==> src/rtl/trace_dump_if.sv <==
// trace_dump_if: command, RAM-read and UART signals of the trace readout engine
interface trace_dump_if;
    logic       dump;
    logic       abort;
    logic [8:0] trace_end;
    logic [7:0] rdata;
    logic [7:0] gain;
    logic [7:0] offset;
    logic       tx_done;
    logic       en;
    logic [8:0] addr;
    logic [7:0] tx_data;
    logic       trmt;
    logic       busy;
    logic       dump_done;
    logic       clr_cap_done;

    modport master (
        output dump, abort, trace_end, rdata, gain, offset, tx_done,
        input  en, addr, tx_data, trmt, busy, dump_done, clr_cap_done
    );

    modport slave (
        input  dump, abort, trace_end, rdata, gain, offset, tx_done,
        output en, addr, tx_data, trmt, busy, dump_done, clr_cap_done
    );
endinterface

==> src/rtl/trace_dump.sv <==
// trace_dump: reads the circular trace buffer oldest-first and streams it byte by byte to the UART.
// Define DUMP_CORRECT_EN to apply offset/gain correction to each sample on its way to the UART.
module trace_dump #(
    parameter int DEPTH = 512
) (
    input logic         clk,
    input logic         rst_n,
    trace_dump_if.slave bus
);
    typedef enum logic [2:0] {IDLE, READ, LATCH, SEND, WAIT, DONE} state_t;

    state_t     state;
    logic [8:0] rd_ptr;
    logic [9:0] cnt;
    logic [7:0] corr;

`ifdef DUMP_CORRECT_EN
    logic signed [9:0] sum;
    logic [7:0]        clip;
    logic [15:0]       prod;

    // offset, clip to a byte, apply gain (0x80 = unity), saturate
    always_comb begin
        sum  = $signed({2'b0, bus.rdata}) + $signed({{2{bus.offset[7]}}, bus.offset});
        clip = (sum < 10'sd0) ? 8'd0 : ((sum > 10'sd255) ? 8'hff : sum[7:0]);
        prod = {8'd0, clip} * {8'd0, bus.gain};
        corr = prod[15] ? 8'hff : prod[14:7];
    end
`else
    assign corr = bus.rdata;
`endif

    // readout sequencer; every output is registered, abort overrides any in-flight state
    always_ff @(posedge clk or negedge rst_n) begin
        if (!rst_n) begin
            state            <= IDLE;
            rd_ptr           <= '0;
            cnt              <= '0;
            bus.en           <= 1'b0;
            bus.addr         <= '0;
            bus.tx_data      <= '0;
            bus.trmt         <= 1'b0;
            bus.busy         <= 1'b0;
            bus.dump_done    <= 1'b0;
            bus.clr_cap_done <= 1'b0;
        end else if (bus.abort && state != IDLE) begin
            state            <= IDLE;
            bus.en           <= 1'b0;
            bus.trmt         <= 1'b0;
            bus.busy         <= 1'b0;
            bus.dump_done    <= 1'b0;
            bus.clr_cap_done <= 1'b0;
        end else begin
            case (state)
                IDLE: if (bus.dump) begin
                    rd_ptr   <= bus.trace_end + 9'd1;
                    bus.addr <= bus.trace_end + 9'd1;
                    cnt      <= '0;
                    bus.en   <= 1'b1;
                    bus.busy <= 1'b1;
                    state    <= READ;
                end
                READ: begin
                    bus.en <= 1'b0;
                    state  <= LATCH;
                end
                LATCH: begin
                    bus.tx_data <= corr;
                    bus.trmt    <= 1'b1;
                    state       <= SEND;
                end
                SEND: begin
                    bus.trmt <= 1'b0;
                    state    <= WAIT;
                end
                WAIT: if (bus.tx_done) begin
                    if (cnt == 10'(DEPTH - 1)) begin
                        bus.dump_done    <= 1'b1;
                        bus.clr_cap_done <= 1'b1;
                        state            <= DONE;
                    end else begin
                        rd_ptr   <= rd_ptr + 9'd1;
                        bus.addr <= rd_ptr + 9'd1;
                        cnt      <= cnt + 10'd1;
                        bus.en   <= 1'b1;
                        state    <= READ;
                    end
                end
                DONE: begin
                    bus.dump_done    <= 1'b0;
                    bus.clr_cap_done <= 1'b0;
                    bus.busy         <= 1'b0;
                    state            <= IDLE;
                end
                default: state <= IDLE;
            endcase
        end
    end
endmodule

==> src/flat_wrapper.sv <==
// flat-port wrapper written by rule: the top's interface ports become plain ports
module trace_dump_flat 
#(
    parameter int DEPTH = 512
)
  (clk, rst_n, bus_dump, bus_abort, bus_trace_end, bus_rdata, bus_gain, bus_offset, bus_tx_done, bus_en, bus_addr, bus_tx_data, bus_trmt, bus_busy, bus_dump_done, bus_clr_cap_done);
  trace_dump_if bus_i ();
  input logic clk;
  input logic rst_n;
  input wire logic [$bits(bus_i.dump)-1:0] bus_dump;
  input wire logic [$bits(bus_i.abort)-1:0] bus_abort;
  input wire logic [$bits(bus_i.trace_end)-1:0] bus_trace_end;
  input wire logic [$bits(bus_i.rdata)-1:0] bus_rdata;
  input wire logic [$bits(bus_i.gain)-1:0] bus_gain;
  input wire logic [$bits(bus_i.offset)-1:0] bus_offset;
  input wire logic [$bits(bus_i.tx_done)-1:0] bus_tx_done;
  output wire logic [$bits(bus_i.en)-1:0] bus_en;
  output wire logic [$bits(bus_i.addr)-1:0] bus_addr;
  output wire logic [$bits(bus_i.tx_data)-1:0] bus_tx_data;
  output wire logic [$bits(bus_i.trmt)-1:0] bus_trmt;
  output wire logic [$bits(bus_i.busy)-1:0] bus_busy;
  output wire logic [$bits(bus_i.dump_done)-1:0] bus_dump_done;
  output wire logic [$bits(bus_i.clr_cap_done)-1:0] bus_clr_cap_done;
  assign bus_i.dump = bus_dump;
  assign bus_i.abort = bus_abort;
  assign bus_i.trace_end = bus_trace_end;
  assign bus_i.rdata = bus_rdata;
  assign bus_i.gain = bus_gain;
  assign bus_i.offset = bus_offset;
  assign bus_i.tx_done = bus_tx_done;
  assign bus_en = bus_i.en;
  assign bus_addr = bus_i.addr;
  assign bus_tx_data = bus_i.tx_data;
  assign bus_trmt = bus_i.trmt;
  assign bus_busy = bus_i.busy;
  assign bus_dump_done = bus_i.dump_done;
  assign bus_clr_cap_done = bus_i.clr_cap_done;
  trace_dump #(.DEPTH(DEPTH)) u_core (.clk(clk), .rst_n(rst_n), .bus(bus_i));
endmodule
==> config.mk <==
export PLATFORM = sky130hd
export DESIGN_NAME = trace_dump_flat
export DESIGN_NICKNAME = d
export VERILOG_FILES = /design/src/rtl/trace_dump_if.sv /design/src/rtl/trace_dump.sv /design/src/flat_wrapper.sv
export SDC_FILE = /design/constraint.sdc
export NUM_CORES = 1
export LEC_CHECK = 0
export BUFFER_PORTS_ARGS = -buffer_cell sky130_fd_sc_hd__buf_2
export CAP_MARGIN = 20
export CORE_ASPECT_RATIO = 1.25
export CORE_UTILIZATION = 51
export DETAILED_ROUTE_END_ITERATION = 10
export GPL_ROUTABILITY_DRIVEN = 0
export GPL_TIMING_DRIVEN = 0
export PLACE_DENSITY = 0.8
export RECOVER_POWER = 50
export REMOVE_ABC_BUFFERS = 1
export SLEW_MARGIN = 20
export SYNTH_ARGS = -nofsm -noshare
export SYNTH_HDL_FRONTEND = slang
export SYNTH_SLANG_ARGS = --single-unit
==> constraint.sdc <==
create_clock -name clk -period 2.7 [get_ports clk]
set_input_delay 0.27 -clock clk [delete_from_list [all_inputs] [get_ports clk]]
set_output_delay 0.27 -clock clk [all_outputs]
set_load 0.02 [all_outputs]
======== Word level (Yosys, flattened, before mapping) ========
Cells that the tools add are included.
storage, ports and cells
  flip-flop bits (word level) ............. 34
  bits of input ports ..................... 38
  output and inout port bits .............. 22
  word-level logic and storage cells ...... 65
cells by class
  multiplexer cells ....................... 26
  bitwise gates (word level) .............. 1
  equality and inequality tests ........... 13
  reduce and logical (&&, ||, !) cells .... 14
  add/sub/neg operators ................... 3
operators by type and width
  operator                                                                  number
  10-bit two-way mux                                                        3
  9-bit two-way mux                                                         3
  10-bit case mux with 2 select lines                                       1
  9-bit by 1-bit adder with 9-bit output (second input constant)            2
  9-bit case mux with 2 select lines                                        1
  3-bit case mux with 5 select lines                                        1
  3-bit two-way mux                                                         4
  3-bit nonzero test                                                        4
  10-bit by 1-bit adder with 10-bit output (second input constant)          1
  10-bit by 9-bit equality test with 1-bit output (second input constant)   1
  1-bit two-way mux                                                         9
  3-bit by 2-bit inequality test with 1-bit output (second input constant)  3
  3-bit by 2-bit equality test with 1-bit output (second input constant)    2
  3-bit equality test (second input constant)                               2
  2-bit inequality test (second input constant)                             3
  1-bit case mux with 2 select lines                                        3
  2-bit AND reduction                                                       3
  5-bit AND reduction                                                       1
  4-bit AND reduction                                                       1
  4-bit nonzero test                                                        1
  3-bit by 1-bit equality test with 1-bit output (second input constant)    1
  3-bit zero test                                                           1
  3-bit by 1-bit inequality test with 1-bit output (second input constant)  1
  1-bit case mux with 3 select lines                                        1
  other kinds (4)                                                           4

======== Logic depth before layout (Yosys ltp) ========
Gate-level depths: netlist of run 1.
  depth after elaboration ................. 5
  mapped depth ............................ 12
  mapped depth without buffers ............ 10

======== Least setup slack after synthesis of run 1 ========
No wires, ideal clock.
  path kind ............................... flip-flop to flip-flop
  start point ............................. reg u_core.state[0]
  end point ............................... reg u_core.rd_ptr[8]
  period minus slack after synthesis ...... 2.312 ns
  data arrival time ....................... 2.189 ns
  buffers on the path ..................... 2
  slack ................................... 0.388 ns
  data required time ...................... 2.577 ns
  stages on the path, launching flop included .. 13
  setup time .............................. 0.123 ns
  cells stage by stage .................... dfrtp_1 buf_2 nor2_2 and2_1 buf_2 nand2_1 nand2_1 ha_1 nand2_1 nor2_1 nand3_1 o21a_1 o221a_2
on the way
  cells in the longest elaborated chain, start to end .. 4
  elaborated cells between the ends (all ways) .. 11
  classes of those cells .................. eq/ne (4); mux (1); bitwise (1); reduce/logical (5)
RTL lines
  item                                                         line              text
  start, declared                                              trace_dump.sv:12  state_t state;
  start signal, assigned                                       trace_dump.sv:36  state <= IDLE;
  start signal, assigned                                       trace_dump.sv:47  state <= IDLE;
  start signal, assigned                                       trace_dump.sv:61  state <= READ;
  branches (longest 4 deep; another with 5-bit AND reduction)  --
  end signal, assigned                                         trace_dump.sv:56  rd_ptr <= bus.trace_end + 9'd1;
  end signal, assigned                                         trace_dump.sv:82  rd_ptr <= rd_ptr + 9'd1;
  end, declared                                                trace_dump.sv:13  logic [8:0] rd_ptr;
Parallel ways; which one is timed is not known.
A chain may end at the register's enable or synchronous reset.

======== Final worst setup path of run 1 ========
Ends and elaborated chain as after synthesis.

==> impl_results.md, run 1 <==
* TritonCTS Buffers at 5
* Worst-margin pin slew at approximately 1.8 ns
* Crit-path cells: nor2_4 -> and2_4 -> nand2_1 -> nand2_1 -> ha_1 -> nand2_1 -> nor2_1 -> nand3_1 -> o21a_1 -> o221a_2
* P&R area growth vs syn at 18.6%
* Leak at 0.989 nW
* Yosys top cell area share at between 40% and 50%
* Die ar. at approximately 4000 um2
* CTS H-tree lvls at 2
* Worst-Skew Late Latency at slightly below 0.3 ns
* Ys flop type: dfrtp_1
* Slew headroom at -19.4%
* RSZ-0062 raised after global routing: false
* Crit path required time at 2.88 ns
* Post-Syn Area at ~1900 um2
* VDD IR max at 0.000740 V
* Worst hold stages at 2
* IO Pins at 60
* Core Area at about 3500 um2
* Netlist cell types at 47
* Fmax at about 0.40 GHz
* Yosys reg bits at 34
* Max-slew violations at 35
* Most used cell, CP: nand2_1
* Total grt overflow at 0
* CP Data Arrival Time at about 2.7 ns
* Filler cell count in the final layout at 303
* Final-stage net count at around 290
* CTS tree: yes
* CP peak stage delay at 0.51 ns
* Clock-pin slew on the worst setup and hold paths at approximately 0.080 ns
* Dominant cell type by area after synthesis: dfrtp_1
* DR pass1 iterations at 4
* Worst R2R Path Depth at 10
* Period utilization at between 90% and 100%
* CP max-delay cell: dfrtp_1
* Dpl hpwl at 2.77 mm
* Buffers on Ports at 43
* Sink Count at 34
* Die extent in x at ~57 um
* Initial antenna violation count at 0
* Area contributors post-synth: dfrtp_1 45%, mux2_2 5.3%, nand2_1 4.0%
* Max clock buf depth at 2
* Asr flop ratio synth at 100%
* Routed vias at about 1700
* Initial Util at between 50% and 60%
* Failing checks: max-capacitance violations, max-slew violations
* DRC errors left at 0
* CP Capture Type: flop
* Drt via density at 5.86
* Min Hold Slack at roughly 0.20 ns
* Drt initial violations at 85
* Ant diodes at 0
* Peak fanout along the critical path at 12
* Largest net degree at the start of global routing at 35
* Final wirelength at just under 4 mm
* Syn. warnings at 0
* First-pass GRT wire length at ~6.6 mm
* Sequential area share after synthesis at between 40% and 50%
* Vias in the first global route at 1488
* Share of layout cells above drive strength 1 at around 25%
* Final hold violations at 0
* Worst Hold Class: input port to flop
* Clk_skew at 0.00930 ns
* PD cells at 1010 nW/um2
* Critical Path Source Type: flop
* Post-cts hold buffer count at 0
* Post-synth EDFFs at 0
* Crit Path Category: flop to flop
* Final core utilization at between 60 and 70%
* Routed len/inst at between 10 and 15 um
* Syn Area/Cell at slightly above 9 um2
* Max cap viols at 1
* Gr usage total at a little over a fifth
* Row Count at 24
* Root Buffer: clkbuf_8
* Count of final setup violators at 0
* Status: finished, violations left
* Die Ht at about 70 um
* Cells after Synth at 205
* Min Tclk post-route at around 2.5 ns
* Final ANT Viol Nets at 0
==> placed cells by master (no fill, tap or decap), types with 3 or more instances in the layout <==
master / n
nand4_1: 3
nor2b_1: 4
clkbuf_1: 10
o21ai_0: 11
dfrtp_1: 34
a21oi_1: 12
mux2_2: 9
clkbuf_8: 5
nand2_1: 19
o31ai_1: 4
o21ai_1: 9
nor2_1: 20
o22a_1: 4
nor3_1: 6
buf_4: 4
buf_2: 33
a31oi_1: 3
and3_1: 5
nand3_1: 15
inv_1: 3
==> flip-flops by register name (all words and copies together), names as in the netlist <==
register and cells:
u_core.bus.dump_done 1, u_core.bus.en 1, u_core.cnt 10, u_core.bus.trmt 1, u_core.state 3, u_core.rd_ptr 9, u_core.bus.tx_data 8, u_core.bus.busy 1
==> routing by layer <==
metal	up-vias	GRT usage, %	share of wire [%]
li1	834	-	-
met1	803	26.4	45
met2	53	36.1	49
met3	4	4.63	4.6
met4	0	7.05	1.2
met5	-	0	0
==> area by class of cell <==
type / count / area (um2) / area share [%]
multi-input combinational: 158 / 993 / 44.1
sequential: 34 / 851 / 37.8
timing repair buffer: 47 / 233 / 10.3
clock buffer: 5 / 68.8 / 3.06
tap: 39 / 48.8 / 2.17
clock inverter: 3 / 45.0 / 2.00
inverter: 3 / 11.3 / 0.500
==> report_power, final <==
group / total [W] / switching (W) / internal (W) / leakage, nW
combinational: 0.000949 / 0.000550 / 0.000399 / 0.513
clock: 0.000469 / 0.000195 / 0.000274 / 0.0504
sequential: 0.000845 / 0.000168 / 0.000677 / 0.426
total: 0.00226 / 0.000913 / 0.00135 / 0.989
==> logic make-up (layout without fill, tap and decap cells) <==
family                   after synthesis  after routing  synth area share [%]
adder cells (fa/ha/maj)                2              2                  1.32
AO/OA/AOI/OAI                         57             57                  19.6
multiplexers                          10             10                  5.87
AND/OR/NAND/NOR                       85             85                  22.9
flip-flops                            34             34                  44.8
buffers and inverters                 13             58                  3.63
XOR/XNOR                               4              4                  1.85
==> synthesized netlist by cell type, types with 2 or more instances <==
cell and number:
xor2_1 2, xnor2_1 2, o21a_1 2, nand4_1 3
inv_1 3, nand3_1 15, o31ai_1 4, o22a_1 4
clkbuf_1 3, a31oi_1 3, dfrtp_1 34, ha_1 2
o21ai_1 9, and2_1 2, buf_4 2, and3_1 5
nand2_1 20, o21ai_0 11, a21oi_1 12, nand2b_1 2
nor2b_1 4, nor2_1 20, nor3_1 6, buf_2 4
mux2_2 9
==> worst max-delay path: cells and delay by family, from the launching register on <==
kind	cells	cell delay, ns
compound gates	2	0.46
fa+ha+maj	1	0.29
flops	1	0.51
simple gates	7	1.12
==> timing repair <==
item                       in CTS  in global routing
buffers inserted                0                  4
setup endpoints to repair       3                  2
gates resized for setup         3                  2
pin swaps                       0                  1
==> metrics by stage <==
stage	instance area [um2]	setup WS, ns	setup TNS [ns]	std cells	power [W]
2_1_floorplan	1840	0.204	0	195	0.00146
6_report	2250	0.212	0	289	0.00226
3_5_place_dp	2100	-0.285	-0.678	277	0.00175
4_1_cts	2230	0.0119	0	285	0.00223
3_3_place_gp	2100	-0.304	-0.658	277	0.00173
5_1_grt	2250	0.00815	0	289	0.00239
==> worst paths after layout <==
kind | startpoint | endpoint | slack (ns)
setup / recovery | u_core.state[0]$_DFFE_PN0P_ | u_core.rd_ptr[8]$_DFFE_PN0P_ | 0.21
max in group asynchronous | rst_n | u_core.cnt[4]$_DFFE_PN0P_ | 1.22
hold reg to reg | u_core.bus.tx_data[4]$_DFFE_PN0P_ | u_core.bus.tx_data[4]$_DFFE_PN0P_ | 0.51
setup reg to reg | u_core.state[0]$_DFFE_PN0P_ | u_core.rd_ptr[8]$_DFFE_PN0P_ | 0.21
min in group asynchronous | rst_n | u_core.bus.tx_data[7]$_DFFE_PN0P_ | 0.46
hold / removal | bus_rdata[4] | u_core.bus.tx_data[4]$_DFFE_PN0P_ | 0.20
No activity file was read; power rests on OpenSTA's default activity.
==> inputs of run 2 (changes only) <==
--- a/config.mk
+++ b/config.mk
@@ -7,7 +7,6 @@
 export LEC_CHECK = 0
 export BUFFER_PORTS_ARGS = -buffer_cell sky130_fd_sc_hd__buf_2
 export CAP_MARGIN = 20
-export CORE_ASPECT_RATIO = 1.25
 export CORE_UTILIZATION = 51
 export DETAILED_ROUTE_END_ITERATION = 10
 export GPL_ROUTABILITY_DRIVEN = 0
==> impl_results.md, run 2 (synthesized netlist as in run 1, its figures left out) <==
* Setup ws final at 0.216 ns (+0.00399 ns)
* First-pass GRT wire length at 6.64 mm (+0.62%)
* Initial Util at 55.1% (+1.1 points)
* Dpl hpwl at 2.87 mm (+3.3%)
* FF-to-FF Start: u_core.state[0]$_DFFE_PN0P_
* Biggest register: u_core.cnt
* Slew headroom at -17.7% (+1.7 points)
* Die extent in x at 63.0 um (+11%)
* Fmax at 0.403 GHz (+0.16%)
* Total grt overflow at 0 (unchanged)
* Worst hold stages at 2 (unchanged)
* Max reg flops at 10 (unchanged)
* Vias in the first global route at 1502 (+0.94%)
* Final hold violations at 0 (unchanged)
* Failing checks: max-capacitance violations, max-slew violations
* Min Tclk post-route at 2.48 ns (-0.00399 ns)
* Final ANT Viol Nets at 0 (unchanged)
* Count of final setup violators at 0 (unchanged)
* VDD IR max at 0.000573 V (-23%)
* Period utilization at 92.0% (-0.15 points)
* Top Registers: u_core.cnt x10, u_core.rd_ptr x9, u_core.bus.tx_data x8
* Routed len/inst at 13.7 um (+0.96%)
* CP Data Arrival Time at 2.66 ns (about the same)
* RSZ-0062 raised after global routing: false
* Gr usage total at 21.6% (+0.34 points)
* Finished Layout Cells at 294 (+1.7%)
* Crit Path Category: flop to flop
* Worst-Skew Late Latency at 0.28 ns (about the same)
* IO Pins at 60 (unchanged)
* Worst R2R Path Depth at 10 (unchanged)
* Clk_skew at 0.00872 ns (-0.000579 ns)
* CTS H-tree lvls at 2 (unchanged)
* Final wirelength at 4.03 mm (+2.7%)
* Share of layout cells above drive strength 1 at 24.2% (-0.61 points)
* Root Buffer: clkbuf_8
* Buffers on Ports at 43 (unchanged)
* TritonCTS Buffers at 5 (unchanged)
* Largest net degree at the start of global routing at 35 (unchanged)
* Leading cell type in the layout, fill and taps excluded: dfrtp_1
* Drt via density at 5.68 (-3.0%)
* Drt initial violations at 71 (-16%)
* Sink Count at 34 (unchanged)
* Max-slew violations at 35 (unchanged)
* PD cells at 967 nW/um2 (-3.8%)
* Die ar. at 3970 um2 (about the same)
* CTS tree: yes
* Final-stage net count at 289 (unchanged)
* Max cap viols at 1 (unchanged)
* Final core utilization at 64.7% (+0.67 points)
* Routed vias at 1671 (-1.4%)
* Leak at 0.978 nW (-1.2%)
* Peak fanout along the critical path at 12 (unchanged)
* Status: finished, violations left
* Worst Hold Class: input port to flop
* Critical Path Source Type: flop
* P&R area growth vs syn at 17.4%
* Clock-pin slew on the worst setup and hold paths at 0.07 ns (about the same)
* # placed instances at 284 (+2.5%)
* Die Ht at 63.0 um (-10%)
* Most frequent cells in the layout: 33 x dfrtp_1, 32 x buf_2, 20 x nor2_1
* Crit path required time at 2.88 ns (about the same)
* Row Count at 21 (-13%)
* Initial antenna violation count at 0 (unchanged)
* Worst-margin pin slew at 1.77 ns (-0.0256 ns)
* DR pass1 iterations at 4 (unchanged)
* Reg2reg setup slack at 0.22 ns (about the same)
* Core Area at 3440 um2 (-2.0%)
* Max clock buf depth at 2 (unchanged)
* DRC errors left at 0 (unchanged)
* Min-Delay Startpoint: bus_rdata[3]
* Pre-CTS setup slack at -0.295 ns (-0.0108 ns)
* R2r endpoint: u_core.rd_ptr[8]$_DFFE_PN0P_
* CP Capture Type: flop
* Hold path endpoint: u_core.bus.tx_data[3]$_DFFE_PN0P_
* Post-cts hold buffer count at 0 (unchanged)
* Ant diodes at 0 (unchanged)
## run 2: cell types whose count changed in the layout (fill, tap and decap cells not counted)
| cell | delta |
|---|---|
| clkinvlp_4 | -2 |
| buf_2 | -1 |
| bufinv_16 | -1 |
| clkbuf_1 | +1 |
| clkbuf_8 | +1 |
| dfrtp_1 | -1 |
| dfrtp_2 | +1 |
## run 2: metrics by stage
stage	area (um2)	TNS [ns]	hold WS (ns)	power, W
floorplan	1840	0	-0.0256	0.00146
global placement	2110	-0.498	0.378	0.00172
detailed placement	2110	-0.647	0.370	0.00175
CTS	2200	0	0.0679	0.00212
global route	2230	0	0.224	0.00229
finish	2230	0	0.220	0.00215
## run 2: power by group
group          internal [W]  switching, W  total [W]
Sequential         0.000678      0.000175   0.000853
Combinational      0.000396      0.000548   0.000944
Clock              0.000196      0.000162   0.000358
## run 2: worst max-delay path by stage
stage                                      from                      endpoint  slack, ns  depth (start not counted)
global placement    u_core.state[0]$_DFFE_PN0P_  u_core.rd_ptr[6]$_DFFE_PN0P_      -0.24                         10
global route        u_core.state[0]$_DFFE_PN0P_  u_core.rd_ptr[8]$_DFFE_PN0P_       0.03                         10
finish              u_core.state[0]$_DFFE_PN0P_  u_core.rd_ptr[8]$_DFFE_PN0P_       0.22                         10
floorplan           u_core.state[0]$_DFFE_PN0P_  u_core.rd_ptr[6]$_DFFE_PN0P_       0.20                         10
CTS                 u_core.state[0]$_DFFE_PN0P_  u_core.rd_ptr[8]$_DFFE_PN0P_       0.06                         10
detailed placement  u_core.state[0]$_DFFE_PN0P_  u_core.rd_ptr[6]$_DFFE_PN0P_      -0.30                         10
## run 2: repair_timing
item / 4_1_cts / 5_1_grt
buffers inserted: 0 / 4
hold endpoints to repair: 0 / 0
endpoints found under the setup margin: 3 / 2
pin swaps: 0 / 1
resized for setup: 3 / 3
## run 2: final cells by class
type,instances,area [um2]
clock buffers,6,82.6
fillers,291,1210
multi-input cells,158,993
repair buffers,47,231
well taps,46,57.6
inverters,3,11.3
flip-flops and latches,34,852
## run 2: worst max-delay path, cell delays in order, from the launching register on
cell,delay (ns)
dfrtp_1,0.51
nor2_4,0.28
and2_4,0.28
nand2_1,0.07
nand2_1,0.08
ha_1,0.29
nand2_1,0.12
nor2_1,0.17
nand3_1,0.12
o21a_1,0.20
o221a_2,0.26
## run 2: metal layers
metal	vias up	global-route usage (%)	wire (um)
met5	-	0	0
met3	8	4.93	151
met2	32	33.7	1900
li1	833	-	-
met4	0	10.5	76
met1	798	27.9	1900
==> inputs of run 3 (changes only) <==
--- a/config.mk
+++ b/config.mk
@@ -7,11 +7,13 @@
 export LEC_CHECK = 0
 export BUFFER_PORTS_ARGS = -buffer_cell sky130_fd_sc_hd__buf_2
 export CAP_MARGIN = 20
-export CORE_UTILIZATION = 51
+export CELL_PAD_IN_SITES_DETAIL_PLACEMENT = 1
+export CELL_PAD_IN_SITES_GLOBAL_PLACEMENT = 1
+export CORE_UTILIZATION = 37
 export DETAILED_ROUTE_END_ITERATION = 10
 export GPL_ROUTABILITY_DRIVEN = 0
 export GPL_TIMING_DRIVEN = 0
-export PLACE_DENSITY = 0.8
+export PLACE_DENSITY_LB_ADDON = 0.1
 export RECOVER_POWER = 50
 export REMOVE_ABC_BUFFERS = 1
 export SLEW_MARGIN = 20
==> impl_results.md, run 3 (synthesized netlist as in run 1, its figures left out) <==
* Reg2reg setup slack at 0.19 ns (-0.03 ns)
* Final-stage net count at 289 (unchanged)
* Total grt overflow at 0 (unchanged)
* Clock power frac at 19.1% (+2.5 points)
* CP Data Arrival Time at 2.69 ns (+0.03 ns)
* Vias in the first global route at 1641 (+9.3%)
* Net Sw Frac at 41.7% (+0.64 points)
* Worst setup path startpoint: u_core.state[1]$_DFFE_PN0P_
* Clk_skew at 0.00512 ns (-0.00360 ns)
* Worst Hold Class: input port to flop
* Drt via density at 5.41 (-4.9%)
* Ant diodes at 0 (unchanged)
* Min-Delay Startpoint: bus_rdata[7]
* Dpl hpwl at 3.48 mm (+21%)
* Max reg flops at 10 (unchanged)
* Min Hold Slack at 0.221 ns (+0.000972 ns)
* Biggest register: u_core.cnt
* Die extent in x at 73.6 um (+17%)
* Largest net degree at the start of global routing at 35 (unchanged)
* Min Tclk post-route at 2.51 ns (+0.0296 ns)
* Core Area at 4820 um2 (+40%)
* Clock-pin slew on the worst setup and hold paths at 0.07 ns (about the same)
* Initial antenna violation count at 0 (unchanged)
* Row Count at 25 (+19%)
* Internal Power at 0.00134 W (+5.2%)
* Root Buffer: clkbuf_8
* CTS H-tree lvls at 2 (unchanged)
* Max-slew violations at 35 (unchanged)
* Most frequent cells in the layout: 32 x buf_2, 32 x dfrtp_1, 20 x nor2_1
* Top Registers: u_core.cnt x10, u_core.rd_ptr x9, u_core.bus.tx_data x8
* Die Ht at 73.6 um (+17%)
* Period utilization at 93.1% (+1.1 points)
* Worst-margin pin slew at 1.88 ns (+0.115 ns)
* Critical Path Source Type: flop
* Final ANT Viol Nets at 0 (unchanged)
* Finished Layout Cells at 317 (+7.8%)
* Failing checks: max-capacitance violations, max-slew violations
* DRC errors left at 0 (unchanged)
* Initial Util at 39.4% (-16 points)
* Gr usage total at 20.0% (-1.5 points)
* Final wirelength at 5.05 mm (+25%)
* Routed vias at 1714 (+2.6%)
* Hold path endpoint: u_core.bus.tx_data[7]$_DFFE_PN0P_
* Count of final setup violators at 0 (unchanged)
* Total Power at 0.00229 W (+6.3%)
* Fmax at 0.398 GHz (-1.2%)
* P&R area growth vs syn at 20.3%
* Crit Path Category: flop to flop
* Max cap viols at 1 (unchanged)
* VDD IR max at 0.000515 V (-10%)
* CP Capture Type: flop
* TritonCTS Buffers at 5 (unchanged)
* Final core utilization at 47.4% (-17 points)
* Drt initial violations at 53 (-25%)
* Leak at 0.990 nW (+1.3%)
* Sw Pwr at 0.000954 W (+8.0%)
* DR pass1 iterations at 4 (unchanged)
* # placed instances at 305 (+7.4%)
* Post-cts hold buffer count at 0 (unchanged)
* Peak fanout along the critical path at 21 (+9)
* Worst-Skew Late Latency at 0.28 ns (about the same)
* Sink Count at 34 (unchanged)
* Final hold violations at 0 (unchanged)
* Part of the power in combinational logic at 43.3% (-0.5 points)
* Share of layout cells above drive strength 1 at 25.2% (+1.0 points)
* Share of power burned in registers at 37.6% (-2.0 points)
* Slew headroom at -25.4% (-7.7 points)
* CTS tree: yes
* Routed len/inst at 15.9 um (+16%)
* First-pass GRT wire length at 8.21 mm (+24%)
* FF-to-FF Start: u_core.state[1]$_DFFE_PN0P_
* Status: finished, violations left
* PD cells at 1000 nW/um2 (+3.8%)
* RSZ-0062 raised after global routing: false
* Crit path required time at 2.87 ns (about the same)
* R2r endpoint: u_core.rd_ptr[8]$_DFFE_PN0P_
* Worst hold stages at 2 (unchanged)
* Worst R2R Path Depth at 11 (+1)
* IO Pins at 60 (unchanged)
* Die ar. at 5420 um2 (+37%)
* Buffers on Ports at 43 (unchanged)
* Max clock buf depth at 2 (unchanged)
==> run 3: area by class of cell <==
cell class	count	area, um2
sequential	34	853
timing repair buffer	47	231
clock buffer	8	110
inverter	3	11.3
fill	620	2530
tap	67	83.8
multi-input combinational	158	993
==> run 3: worst max-delay path by stage <==
stage,slack [ns],endpoint,depth (start not counted)
2_1_floorplan,0.20,u_core.rd_ptr[6]$_DFFE_PN0P_,10
4_1_cts,0.07,u_core.rd_ptr[8]$_DFFE_PN0P_,11
3_3_place_gp,-0.41,u_core.rd_ptr[6]$_DFFE_PN0P_,10
3_5_place_dp,-0.38,u_core.rd_ptr[8]$_DFFE_PN0P_,10
5_1_grt,0.05,u_core.rd_ptr[8]$_DFFE_PN0P_,11
6_report,0.19,u_core.rd_ptr[8]$_DFFE_PN0P_,11
==> run 3: routing by layer <==
metal	GRT usage, %	vias up	part of all wire [%]
met5	0	-	0
met4	5.13	0	0.65
met3	3.70	4	2.3
met2	32.9	19	50
met1	27.2	857	47
li1	-	834	-
==> run 3: through the flow <==
step                setup slack, ns  TNS (ns)  cell area, um2
CTS                          0.0737         0            2290
finish                        0.187         0            2280
detailed placement           -0.381    -0.989            2140
global route                 0.0476         0            2280
global placement             -0.406     -1.07            2140
floorplan                     0.204         0            1840
==> run 3: what timing repair did <==
action / in CTS / in global routing
pin swaps: 1 / 0
buffers inserted: 4 / 0
hold endpoints to repair: 0 / 0
setup endpoints to repair: 4 / 2
resized for setup: 3 / 4
==> run 3: power by group through the flow <==
| stage | combinational [W] | clock (W) | sequential (W) |
|---|---|---|---|
| floorplan | 0.000449 | 0 | 0.00101 |
| global placement | 0.000913 | 0 | 0.000851 |
| detailed placement | 0.000932 | 0 | 0.000856 |
| CTS | 0.00101 | 0.000449 | 0.000856 |
| global route | 0.00108 | 0.000477 | 0.000894 |
| finish | 0.000992 | 0.000438 | 0.000862 |
==> run 3: critical path: stages, from the launching register on <==
cell	delay, ns
dfrtp_1	0.50
nor2_4	0.09
buf_4	0.16
nand2_4	0.20
nand2_1	0.08
nand2_1	0.09
ha_1	0.30
nand2_1	0.13
nor2_1	0.24
nand3_1	0.15
o21a_1	0.20
o221a_2	0.26
